--- config.mk ---
export PLATFORM = sky130hd
export DESIGN_NAME = button_conditioner
export DESIGN_NICKNAME = d
export VERILOG_FILES = /design/src/rtl/bomb_ctrl_pkg.sv /design/src/rtl/debounce_cell.sv /design/src/rtl/button_conditioner.sv
export SDC_FILE = /design/constraint.sdc
export NUM_CORES = 1
export LEC_CHECK = 0
export ABC_AREA = 1
export CAP_MARGIN = 25
export CORE_MARGIN = 2
export CORE_UTILIZATION = 54
export DETAILED_ROUTE_END_ITERATION = 10
export DONT_BUFFER_PORTS = 1
export HOLD_SLACK_MARGIN = 0.02
export MAX_ROUTING_LAYER = met4
export PLACE_DENSITY_LB_ADDON = 0.2
export SLEW_MARGIN = 25
export SYNTH_ARGS = -nofsm -noshare
export SYNTH_HDL_FRONTEND = slang
export SYNTH_HIERARCHICAL = 1
export SYNTH_SLANG_ARGS = --single-unit
--- constraint.sdc ---
create_clock -name clk -period 0.9 [get_ports clk]
set_input_delay 0.135 -clock clk [delete_from_list [all_inputs] [get_ports clk]]
set_output_delay 0.135 -clock clk [all_outputs]
set_load 0.05 [all_outputs]
--- src/rtl/bomb_ctrl_pkg.sv ---
// Shared constants for the bomb controller input path and password FSM.
// Button indices, button count and the default debounce length.
package bomb_ctrl_pkg;

  localparam int BTN_COUNT = 3;
  localparam int BTN0 = 0;
  localparam int BTN1 = 1;
  localparam int BTN2 = 2;

  localparam int DEBOUNCE_CYCLES_DEF = 16;

  typedef logic [BTN_COUNT-1:0] btn_vec_t;

endpackage

--- src/rtl/debounce_cell.sv ---
// One input channel: 2-FF synchroniser, debounce counter,
// stable level and registered rising-edge pulse.
module debounce_cell #(
  parameter int DEBOUNCE_CYCLES = 16
) (
  input  logic clk,
  input  logic sync_nreset,
  input  logic raw_i,
  output logic level_o,
  output logic rise_o
);

  localparam int CNT_W = $clog2(DEBOUNCE_CYCLES);
  localparam logic [CNT_W-1:0] CNT_MAX =
    CNT_W'(DEBOUNCE_CYCLES - 1);

  logic             s1_q, s1_d;
  logic             s2_q, s2_d;
  logic             stable_q, stable_d;
  logic             prev_q, prev_d;
  logic             rise_q, rise_d;
  logic [CNT_W-1:0] cnt_q, cnt_d;

  always_comb begin
    s1_d     = raw_i;
    s2_d     = s1_q;
    stable_d = stable_q;
    cnt_d    = '0;
    if (s2_q != stable_q) begin
      if (cnt_q == CNT_MAX) begin
        stable_d = s2_q;
      end else begin
        cnt_d = cnt_q + 1'b1;
      end
    end
    prev_d = stable_q;
    rise_d = stable_q & ~prev_q;
  end

  always_ff @(posedge clk) begin
    if (!sync_nreset) begin
      s1_q     <= 1'b0;
      s2_q     <= 1'b0;
      stable_q <= 1'b0;
      prev_q   <= 1'b0;
      rise_q   <= 1'b0;
      cnt_q    <= '0;
    end else begin
      s1_q     <= s1_d;
      s2_q     <= s2_d;
      stable_q <= stable_d;
      prev_q   <= prev_d;
      rise_q   <= rise_d;
      cnt_q    <= cnt_d;
    end
  end

  // prev_q is used as the level so it lines up with the rise pulse
  assign level_o = prev_q;
  assign rise_o  = rise_q;

endmodule

--- src/rtl/button_conditioner.sv ---
// Button/mode front end: debounce cells, press priority mux and,
// with BTN_AUTOREPEAT_EN defined, per-button hold auto-repeat.
module button_conditioner
  import bomb_ctrl_pkg::*;
#(
  parameter int DEBOUNCE_CYCLES = DEBOUNCE_CYCLES_DEF,
  parameter int REPEAT_DELAY    = 64,
  parameter int REPEAT_PERIOD   = 32
) (
  input  logic clk,
  input  logic sync_nreset,
  input  logic btn0_raw,
  input  logic btn1_raw,
  input  logic btn2_raw,
  input  logic mode_raw,
  output logic btn0,
  output logic btn1,
  output logic btn2,
  output logic mode
);

  if (DEBOUNCE_CYCLES < 2 || REPEAT_DELAY < 2 ||
      REPEAT_PERIOD < 1 ||
      REPEAT_PERIOD > REPEAT_DELAY) begin : g_bad_cfg
    $error("button_conditioner: bad parameters");
  end

  btn_vec_t raw_w;
  btn_vec_t level;
  btn_vec_t rise;
  btn_vec_t rep;
  btn_vec_t req;
  btn_vec_t pulse;
  logic     mode_rise_unused;

  assign raw_w = {btn2_raw, btn1_raw, btn0_raw};

  for (genvar i = 0; i < BTN_COUNT; i++) begin : g_btn
    debounce_cell #(
      .DEBOUNCE_CYCLES(DEBOUNCE_CYCLES)
    ) u_cell (
      .clk        (clk),
      .sync_nreset(sync_nreset),
      .raw_i      (raw_w[i]),
      .level_o    (level[i]),
      .rise_o     (rise[i])
    );
  end

  debounce_cell #(
    .DEBOUNCE_CYCLES(DEBOUNCE_CYCLES)
  ) u_mode (
    .clk        (clk),
    .sync_nreset(sync_nreset),
    .raw_i      (mode_raw),
    .level_o    (mode),
    .rise_o     (mode_rise_unused)
  );

`ifdef BTN_AUTOREPEAT_EN
  localparam int HOLD_W = $clog2(REPEAT_DELAY + 1);
  localparam logic [HOLD_W-1:0] HOLD_FIRE =
    HOLD_W'(REPEAT_DELAY - 1);
  localparam logic [HOLD_W-1:0] HOLD_RELOAD =
    HOLD_W'(REPEAT_DELAY - REPEAT_PERIOD);

  logic [HOLD_W-1:0] hold_q [BTN_COUNT];
  logic [HOLD_W-1:0] hold_d [BTN_COUNT];
  btn_vec_t          rep_q, rep_d;

  // level rises with the press pulse, so a high level means counting
  always_comb begin
    for (int i = 0; i < BTN_COUNT; i++) begin
      hold_d[i] = '0;
      rep_d[i]  = 1'b0;
      if (level[i]) begin
        if (rise[i]) begin
          hold_d[i] = HOLD_W'(1);
        end else if (hold_q[i] == HOLD_FIRE) begin
          hold_d[i] = HOLD_RELOAD;
          rep_d[i]  = 1'b1;
        end else begin
          hold_d[i] = hold_q[i] + 1'b1;
        end
      end
    end
  end

  always_ff @(posedge clk) begin
    if (!sync_nreset) begin
      for (int i = 0; i < BTN_COUNT; i++) begin
        hold_q[i] <= '0;
      end
      rep_q <= '0;
    end else begin
      for (int i = 0; i < BTN_COUNT; i++) begin
        hold_q[i] <= hold_d[i];
      end
      rep_q <= rep_d;
    end
  end

  assign rep = rep_q;
`else
  logic level_unused;

  assign level_unused = ^level;
  assign rep          = '0;
`endif

  assign req = rise | rep;

  // losers of a simultaneous request are dropped, not queued
  always_comb begin
    pulse = '0;
    unique case (1'b1)
      req[BTN0]: pulse[BTN0] = 1'b1;
      req[BTN1] & ~req[BTN0]: pulse[BTN1] = 1'b1;
      req[BTN2] & ~req[BTN1] & ~req[BTN0]:
        pulse[BTN2] = 1'b1;
      default: ;
    endcase
  end

  assign btn0 = pulse[BTN0];
  assign btn1 = pulse[BTN1];
  assign btn2 = pulse[BTN2];

endmodule

### Yosys cells after proc, flatten, opt, wreduce, memory -nomap -nowiden

Cells that the tools add are included.

| word-level totals | value |
|---|---|
| memories kept | 0 |
| output and inout port bits | 4 |
| input bits | 6 |
| RAM bits | 0 |
| register bits | 35 |
| bits in read-only memories | 0 |
| word-level logic and storage cells | 62 |
| bits in latches | 0 |

| cells by class | value |
|---|---|
| bitwise gates (word level) | 16 |
| divide/modulo/power cells | 0 |
| magnitude comparators | 0 |
| reduce and logical (&&, ||, !) cells | 8 |
| $add $sub $neg | 4 |
| shift-type cells | 0 |
| equality and inequality tests | 8 |
| muxes and demuxes | 3 |
| multiply operators | 0 |

Operators by type and width:

| cell | number |
|---|---|
| $add A4 B1 Y4 const B | 4 |
| $eq A4 B4 Y1 const B | 4 |
| $reduce_or A3 Y1 | 4 |
| $not A1 Y1 | 10 |
| $reduce_and A2 Y1 | 4 |
| $and A1 B1 Y1 | 6 |
| $ne A1 B1 Y1 | 4 |
| $mux W1 | 3 |

### Longest topological paths before layout

| logic depth | value |
|---|---|
| depth in word-level cells | 4 |
| gate-level depth with buffers | 5 |
| depth with buffers taken out | 5 |

### By module

Netlist, hierarchy kept.

Modules (own cells, without submodules):

| module | sequential area each (um2) | times used | area an instance (um2) | cells an instance |
|---|---|---|---|---|
| debounce_cell | 180.2 | 4 | 325.3 | 39 |
| button_conditioner | 0.0 | 1 | 20.0 | 4 |

### Worst setup path before layout

OpenSTA, ideal clock, no wires.

| timing | value |
|---|---|
| path kind | register to output |
| from | reg g_btn[0].u_cell.rise_q |
| to | out btn1 |
| stages on the path, launching flop included | 2 |
| path buffers | 0 |
| setup slack | -445 ps |
| arrival time | 1210 ps |
| required time | 765 ps |
| path through | dfxtp_1 > nor2_1 |

| on the way | value |
|---|---|
| word-level cells in the longest chain between the ends | 3 |

RTL lines:

| what | RTL line | RTL |
|---|---|---|
| start, declared | debounce_cell.sv:21 | `logic rise_q, rise_d;` |
| start signal, assigned | debounce_cell.sv:53 | `rise_q <= rise_d;` |
| $not A1 Y1 | button_conditioner.sv:118 | `req[BTN1] & ~req[BTN0]: pulse[BTN1] = 1'b1;` |
| $and A1 B1 Y1 | button_conditioner.sv:118 |  |
| $mux W1 | button_conditioner.sv:116 | `unique case (1'b1)` |
| end, declared | button_conditioner.sv:17 | `output logic btn1,` |

Every way passes these cells.

### Worst setup path after layout

| timing | value |
|---|---|
| from | reg g_btn[1].u_cell.rise_q |
| to | out btn2 |

| on the way | value |
|---|---|
| word-level cells in the longest chain between the ends | 4 |

RTL lines:

| what | RTL line | RTL |
|---|---|---|
| start, declared | debounce_cell.sv:21 |  |
| start signal, assigned | debounce_cell.sv:53 |  |
| $not A1 Y1 | button_conditioner.sv:119 | `req[BTN2] & ~req[BTN1] & ~req[BTN0]:` |
| $and A1 B1 Y1 (2 in series) | button_conditioner.sv:119 |  |
| $mux W1 | button_conditioner.sv:116 |  |
| end, declared | button_conditioner.sv:18 | `output logic btn2,` |

Every way passes these cells.

==> results.py <==
metrics = {
    "die": {
        "die_x_um": 53.0,
        "rows": 17,
        "fp.coreArea_mm2": 0.00223,
        "design.die.area_mm2": 0.00281,
        "die_y_um": 53.0,
        "initial_utilization_pct": 58.1,
        "io_pins": 10,
    },
    "global_route": {
        "antenna_found_initial": 0,
        "grt_pass1_vias": 937,
        "grt_overflow": 0,
        "track_usage_pct": 19.0,
        "grt_start_max_net_pins": 15,
        "grt_pass1_wl_um": 3560,
    },
    "power_and_ir_drop": {
        "p_leak_nw": 0.762,
        "p_clk_share_pct": 33.2,
        "netSwitchingPower_mw": 0.523,
        "seqPwrFrac_pct": 63.3,
        "powerDensity_mw_per_mm2": 1440,
        "cell_internal_pwr_mw": 1.97,
        "switching_share_pct": 21.0,
        "pwr-share-comb_pct": 3.5,
        "peakVddDrop_mv": 1.21,
    },
    "place": {
        "gp_congestion": 0.706,
        "io_buffers": 0,
        "dp_hpwl_um": 1390,
    },
    "clocking": {
        "h-tree-depth": 2,
        "cts-buffers-inserted": 5,
        "root_buffer": "clkbuf_4",
        "clockBufferDepth": 2,
        "cts_tree": "yes",
        "clock-sinks": 35,
        "cts.clk_slew.worst_paths_ps": 100,
        "insertion_delay_ps": 330,
    },
    "worst_setup_path": {
        "endpoint_kind": "output port",
        "critPathSlowestCell": "dfxtp_1",
        "cp_max_fo": 2,
        "slowest_delay_ps": 320,
        "worst_ep_required_time_ps": 760,
        "path_class": "reg -> out",
        "cp_num_buf_inv": 2,
        "worstPathArrival_ps": 1040,
        "path_delay_family": "flip-flops",
        "path_cells": "inv_2, nand2_2, nor2_4, buf_12",
        "start_kind": "register",
    },
    "status": {
        "violations": "negative setup slack",
        "outcome": "finished with violations",
    },
    "sta": {
        "tns_ps": -637,
        "timing.hold.ws_ps": 16.4,
        "max_freq_ghz": 0.851,
        "rsz0062_at_grt": "yes",
        "fin_ws_ps": -276,
        "slew_headroom_pct": 66.2,
        "fin_skew_ps": 11.6,
        "layout_worst_path_cycle_share_pct": 131,
        "setup_viol": 4,
        "report.final.slew_viol_count": 0,
        "hold_violations": 0,
        "period_needed_ps": 1180,
        "tightest_slew_ps": 508,
    },
    "synthesis": {
        "syn-num-nets": 168,
        "synth_area_mm2": 0.00130,
        "synthCells": 158,
        "syn_area_per_cell_um2": 8.21,
        "yosysWarnings": 6,
    },
    "flow_run": {
        "cap_violations": 0,
    },
    "worst_hold_path": {
        "worstHoldPathType": "in -> reg",
    },
    "routing": {
        "routed_wl_um": 2140,
        "avgRoutedWirePerCell_um": 10.2,
        "num_vias": 997,
        "drc": 0,
        "vias_per_cell": 4.75,
        "ant_nets": 0,
        "firstDrtPassIters": 3,
        "first_iter_violations": 11,
    },
    "final_layout": {
        "diodes": 0,
        "drive_gt1_share_pct": 35.2,
        "area_growth_pct": 33.5,
        "final_nets": 192,
    },
}
[final timing paths]
kind | start | endpoint | slack (ps) | cells past startpoint
max | g_btn[1].u_cell/rise_o | btn2 | -280 | 4
min reg2reg | g_btn[0].u_cell/level_o | g_btn[0].u_cell/rise_o | 390 | 1
max reg2reg | g_btn[0].u_cell/cnt_q[1] | g_btn[0].u_cell/prev_d | 10 | 5
min | sync_nreset | g_btn[0].u_cell/cnt_q[0] | 20 | 4
[cell type report]
class | count | area [µm²]
timing repair buffer | 17 | 183
clock buffer | 6 | 51.3
multi-input combinational | 94 | 628
inverter | 29 | 109
sequential | 35 | 721
fill | 162 | 502
tap | 28 | 35.0
clock inverter | 1 | 5.00
[registers in the layout, summed over array words and instances, names as in the netlist]
signal	count
g_btn.u_cell/prev_d	3
u_mode/s2_q	1
g_btn.u_cell/cnt_q	12
g_btn.u_cell/s1_q	3
u_mode/prev_d	1
g_btn.u_cell/s2_q	3
u_mode/level_o	1
g_btn.u_cell/level_o	3
u_mode/s1_q	1
u_mode/cnt_q	4
g_btn.u_cell/rise_o	3
[layout by cell type (no fill, tap or decap), drive strengths merged]
master	n
nand3	12
clkinv	1
dlymetal6s4s	1
inv	29
xnor2	4
ha	4
clkbuf	6
nor2	37
buf	12
dlygate4sd3	4
dfxtp	35
nand4	4
nand2	33
[through the flow]
step,util (%),total power [mW],instance area [µm²],std cells,setup WS (ps)
floorplan,-,1.65,1310,158,9.47
global placement,64.8,1.66,1450,196,-13.9
detailed placement,64.8,1.67,1450,196,-59.6
CTS,72.8,2.50,1630,208,-276
global route,77.5,2.60,1730,210,-338
finish,77.5,2.49,1730,210,-276
[routing by layer]
layer	global-route usage, %	wire length [µm]	up-vias
met5	-	0	-
met4	7.69	36	0
met3	7.91	72	6
met2	34.8	1140	12
met1	17.1	896	451
li1	-	-	528
[worst reg2reg max path: cells and delay by family, from the launching register on]
family | cells | cell delay, ps
adders and majority gates | 1 | 160
DFF | 1 | 370
and+or+nand+nor | 4 | 310
[what timing repair did]
item,CTS,global route
setup endpoints to repair,24,36
hold buffers,5,0
endpoints found under the hold margin,22,0
pin swaps,5,7
buffers inserted,0,2
gates resized for setup,20,22
[power by group through the flow]
stage	combinational [mW]	sequential, mW	clock, mW
6_report	0.0872	1.58	0.827
5_1_grt	0.100	1.58	0.917
4_1_cts	0.0797	1.58	0.841
3_5_place_dp	0.0509	1.62	0
3_3_place_gp	0.0465	1.62	0
2_1_floorplan	0.0348	1.62	0
No activity file was read; power rests on OpenSTA's default activity.
